--- config.mk ---
export PLATFORM = sky130hd
export DESIGN_NAME = cam_reduce_tree_pipe
export DESIGN_NICKNAME = d
export VERILOG_FILES = /design/src/rtl/cam_reduce_tree_pipe.sv
export SDC_FILE = /design/constraint.sdc
export NUM_CORES = 1
export LEC_CHECK = 0
export CAP_MARGIN = 20
export CORE_ASPECT_RATIO = 0.8
export CORE_MARGIN = 4
export CORE_UTILIZATION = 37
export CTS_CLUSTER_DIAMETER = 50
export CTS_CLUSTER_SIZE = 16
export DETAILED_ROUTE_END_ITERATION = 6
export PLACE_DENSITY = 0.83
export SYNTH_ARGS = -nofsm -noshare
export SYNTH_HDL_FRONTEND = slang
export SYNTH_SLANG_ARGS = --single-unit
export TNS_END_PERCENT = 20
--- constraint.sdc ---
create_clock -name clk -period 1.6 [get_ports clk]
set_input_delay 0.32 -clock clk [delete_from_list [all_inputs] [get_ports clk]]
set_output_delay 0.32 -clock clk [all_outputs]
set_load 0.01 [all_outputs]
--- src/rtl/cam_reduce_tree_pipe.sv ---
// Pipelined AND/OR reduction tree for CAM match lines. Per-beat mode and mask
// travel with the data; one global stall freezes every stage together.

module cam_reduce_stage #(
    parameter int IW = 4,
    parameter int NL = 1
) (
    input  logic                 clk,
    input  logic                 rst_n,
    input  logic                 advance,
    input  logic                 vld_d,
    input  logic                 op_d,
    input  logic [IW-1:0]        d,
    output logic                 vld_q,
    output logic                 op_q,
    output logic [(IW>>NL)-1:0]  q
);
    localparam int OW = IW >> NL;

    logic [IW-1:0] t;

    // In-place pairing: node j of a level only reads nodes 2j and 2j+1,
    // which have not been overwritten yet within that level.
    always_comb begin
        t = d;
        for (int lv = 1; lv <= NL; lv++) begin
            for (int j = 0; j < (IW >> lv); j++) begin
                t[j] = op_d ? (t[2*j] | t[2*j+1]) : (t[2*j] & t[2*j+1]);
            end
        end
    end

    always_ff @(posedge clk or negedge rst_n) begin
        if (!rst_n) begin
            vld_q <= 1'b0;
            op_q  <= 1'b0;
            q     <= '0;
        end else if (advance) begin
            vld_q <= vld_d;
            op_q  <= op_d;
            q     <= t[OW-1:0];
        end
    end
endmodule

module cam_reduce_tree_pipe #(
    parameter int WIDTH            = 128,
    parameter int LEVELS_PER_STAGE = 2
) (
    input  logic             clk,
    input  logic             rst_n,
    input  logic             in_valid,
    output logic             in_ready,
    input  logic [WIDTH-1:0] in_data,
    input  logic [WIDTH-1:0] in_mask,
    input  logic             in_op_or,
    output logic             out_valid,
    input  logic             out_ready,
    output logic             out_match,
    output logic             out_op_or
);
    localparam int L = $clog2(WIDTH);
    localparam int S = (L + LEVELS_PER_STAGE - 1) / LEVELS_PER_STAGE;
    localparam int P = 1 << L;

    logic         advance;
    logic [S:0]   vld_pipe;
    logic [S:0]   op_pipe;
    logic [P-1:0] leaf;

    assign advance     = out_ready | ~out_valid;
    assign in_ready    = advance;
    assign vld_pipe[0] = in_valid & advance;
    assign op_pipe[0]  = in_op_or;

    // Masked bits and pad bits take the identity of the selected operator.
    always_comb begin
        leaf = {P{~in_op_or}};
        for (int i = 0; i < WIDTH; i++) begin
            leaf[i] = in_mask[i] ? in_data[i] : ~in_op_or;
        end
    end

    for (genvar s = 0; s < S; s++) begin : g_stg
        localparam int LO = s * LEVELS_PER_STAGE;
        localparam int NL = ((L - LO) < LEVELS_PER_STAGE) ? (L - LO) : LEVELS_PER_STAGE;
        localparam int IW = P >> LO;

        logic [IW-1:0]       d;
        logic [(IW>>NL)-1:0] q;

        if (s == 0) begin : g_leaf
            assign d = leaf;
        end else begin : g_chain
            assign d = g_stg[s-1].q;
        end

        cam_reduce_stage #(.IW(IW), .NL(NL)) u_stg (
            .clk     (clk),
            .rst_n   (rst_n),
            .advance (advance),
            .vld_d   (vld_pipe[s]),
            .op_d    (op_pipe[s]),
            .d       (d),
            .vld_q   (vld_pipe[s+1]),
            .op_q    (op_pipe[s+1]),
            .q       (q)
        );
    end

    assign out_valid = vld_pipe[S];
    assign out_op_or = op_pipe[S];
    assign out_match = g_stg[S-1].q[0];
endmodule

==> impl_metrics.env <==
export IMPL_grt_pass1_wl_um=21300
export IMPL_endpoint_kind="output pin"
export IMPL_clk_pin_slew_ns=0.06
export IMPL_syn_inst=433
export IMPL_antennaDiodeCount=0
export IMPL_synth_simple_area_share_pct=24.2
export IMPL_io_buffer_count=264
export IMPL_period_needed_ns=1.54
export IMPL_grt_pass1_vias=4886
export IMPL_first_pass_iters=4
export IMPL_worstPathArrival_ns=1.22
export IMPL_setup_viol=0
export IMPL_crit_type="flip-flop to output pin"
export IMPL_path_max_fanout=2
export IMPL_cp_required_ns=1.28
export IMPL_netlist_top_cells_count="nand2b_1, nand2_1, dfrtp_1"
export IMPL_multi_input_area_um2=2450
export IMPL_power_leakage_uw=0.00273
export IMPL_status="finished clean"
export IMPL_drive_gt1_share_pct=7.15
export IMPL_grt_start_max_net_pins=62
export IMPL_syn_nets=694
export IMPL_drc=0
export IMPL_die_x_um=124
export IMPL_drt_iter0_drc=159
export IMPL_cp_top_family="buffers and inverters"
export IMPL_grt_overflow=0
export IMPL_cts_buffers=5
export IMPL_clkLatencyLatePin_ns=0.29
export IMPL_slew_limit_headroom_pct=60.5
export IMPL_dp_hpwl_um=11600
export IMPL_synth_area_leaders="dfrtp_1, nand2b_1, o221ai_2, a221oi_1, a22o_1"
export IMPL_hold_class="flip-flop to flip-flop"
export IMPL_worst_pin_slew_ns=0.593
export IMPL_dpl_worst_slack_ns=-0.236
export IMPL_synth_most_common_cell="nand2b_1"
export IMPL_finalHoldViolCount=0
export IMPL_fin_nets=960
export IMPL_initial_utilization_pct=38.3
export IMPL_grt_usage_pct=21.0
export IMPL_skew_ns=0.00318
export IMPL_cts_setup_buffers=0
export IMPL_ir_drop_mv=0.489
export IMPL_synth_xor_area_share_pct=0
export IMPL_register_area_um2=1280
export IMPL_ys_seq_elements=51
export IMPL_htreeDepth=2
export IMPL_finalCritPeriodShare_pct=96.4
export IMPL_rsz0062_at_grt="no"
export IMPL_cp_start_kind="flip-flop"
export IMPL_detail_route_antenna_nets=0
export IMPL_die_h_um=101
export IMPL_num_rows=33
export IMPL_cp_cell_sequence="clkdlybuf4s50_1"
export IMPL_synth_compound_area_share_pct=37.7
export IMPL_syn_to_final_growth_pct=75.8
export IMPL_critPathSlowestCell="clkdlybuf4s50_1"
export IMPL_drv_cap=0
export IMPL_power_uw=5710
export IMPL_fillers=806
export IMPL_synth_area_um2=3970
export IMPL_cts_num_sinks=51
export IMPL_clockBufferDepth=2
export IMPL_yosysUniqueCellTypes=23
export IMPL_core_um2=10400
export IMPL_setup_slack_ns=0.0570
export IMPL_async_reset_ff_share_pct=100
export IMPL_p_per_area_nw_per_um2=818
export IMPL_cts_tree="yes"
export IMPL_whs_ns=0.479
export IMPL_synth_edf_count=0
export IMPL_synth_top_family_by_area="compound AO/OA/AOI/OAI gates"
export IMPL_ys_seq_area_share_pct=32.2
export IMPL_grt_antenna_before_repair=0
export IMPL_final_max_slew_violation_count=0
export IMPL_cts_root_buf="clkbuf_16"
export IMPL_fmax_mhz=648
export IMPL_critical_path_max_stage_delay_ns=0.56
export IMPL_via_count=4563
export IMPL_synth_fa_ha_area_share_pct=0
export IMPL_yosys_warnings=0
export IMPL_synth_avg_cell_area_um2=9.16
export IMPL_muxShareOfSynthArea_pct=0
export IMPL_totalWireLength_um=13600
export IMPL_gp_congestion=0.735
export IMPL_worst_path_buf_inv=1
export IMPL_post_drt_wl_per_cell_um=16.3
export IMPL_die_area_um2=12500
export IMPL_io_pin_count=265
export IMPL_avgViaCountPerCell=5.44
export IMPL_synthFlopType="dfrtp_1"
export IMPL_yosysTopAreaCellShare_pct=32.2
export IMPL_synth_top_area_cell="dfrtp_1"
[power breakdown]
group / internal (uW) / leakage [uW] / switching (uW)
clock: 729 / 0.0000759 / 458
sequential: 1740 / 0.000627 / 336
combinational: 1400 / 0.00203 / 1040
total: 3870 / 0.00273 / 1840
[path summary, 6_finish.rpt]
| path | cells after the start | to | slack, ns | start |
|---|---|---|---|---|
| max in group asynchronous | 3 | g_stg[0].u_stg.q[16]$_DFFE_PN0N_ | 0.54 | rst_n |
| min reg2reg | 2 | g_stg[2].u_stg.vld_q$_DFFE_PN0N_ | 0.48 | g_stg[2].u_stg.vld_q$_DFFE_PN0N_ |
| max reg2reg | 4 | g_stg[0].u_stg.q[11]$_DFFE_PN0N_ | 0.14 | g_stg[3].u_stg.vld_q$_DFFE_PN0N_ |
| min | 2 | g_stg[2].u_stg.vld_q$_DFFE_PN0N_ | 0.48 | g_stg[2].u_stg.vld_q$_DFFE_PN0N_ |
| max | 1 | out_match | 0.06 | g_stg[3].u_stg.q$_DFFE_PN0N_ |
| min in group asynchronous | 2 | g_stg[3].u_stg.op_q$_DFFE_PN0N_ | 0.53 | rst_n |
[cell usage in the layout, fill, tap and decap left out, drive strengths merged, types with 31 or more instances in the layout]
cell / instances
inv: 32
a221oi: 32
nand2: 64
dfrtp: 51
a22o: 32
clkdlybuf4s50: 261
nand2b: 99
o221ai: 32
o2111ai: 31
[area by class of cell]
| class | count | area share, % |
|---|---|---|
| clock inverter | 2 | 0.538 |
| tap | 140 | 2.51 |
| clock buffer | 5 | 1.79 |
| inverter | 32 | 1.83 |
| timing repair buffer | 274 | 39.8 |
| sequential | 51 | 18.3 |
| multi-input combinational | 335 | 35.2 |
[kinds of logic (layout without fill, tap and decap cells)]
logic type | count (synthesis) | in the layout
buffers and inverters | 47 | 313
DFF | 51 | 51
AOI/OAI and AO/OA | 159 | 159
and+or+nand+nor | 176 | 176
[what timing repair did]
| action | 4_1_cts | 5_1_grt |
|---|---|---|
| gates resized for setup | 1 | 1 |
| hold buffers | 1 | 0 |
| setup endpoints to repair | 1 | 9 |
| endpoints found under the hold margin | 18 | 0 |
[per-stage QoR]
step | TNS, ns | instance area, um2 | util, % | cells
3_3_place_gp | -9.32 | 6800 | 65.6 | 831
5_1_grt | 0 | 6980 | 67.3 | 839
4_1_cts | 0 | 6970 | 67.3 | 839
6_report | 0 | 6980 | 67.3 | 839
3_5_place_dp | -10.46 | 6800 | 65.6 | 831
2_1_floorplan | 0 | 3970 | - | 433
[metal layers]
layer	track usage, %	up-vias	routed length (um)
met5	0	-	0
met4	5.70	0	225
met3	4.60	21	1020
met2	41.3	170	7390
met1	22.3	2156	5000
li1	-	2216	-
[registers in the layout (all words and copies together), names as in the netlist]
signal	cells
g_stg.u_stg.vld_q	4
g_stg.u_stg.op_q	4
g_stg.u_stg.q	43
Power figures use the tool's default switching activity.
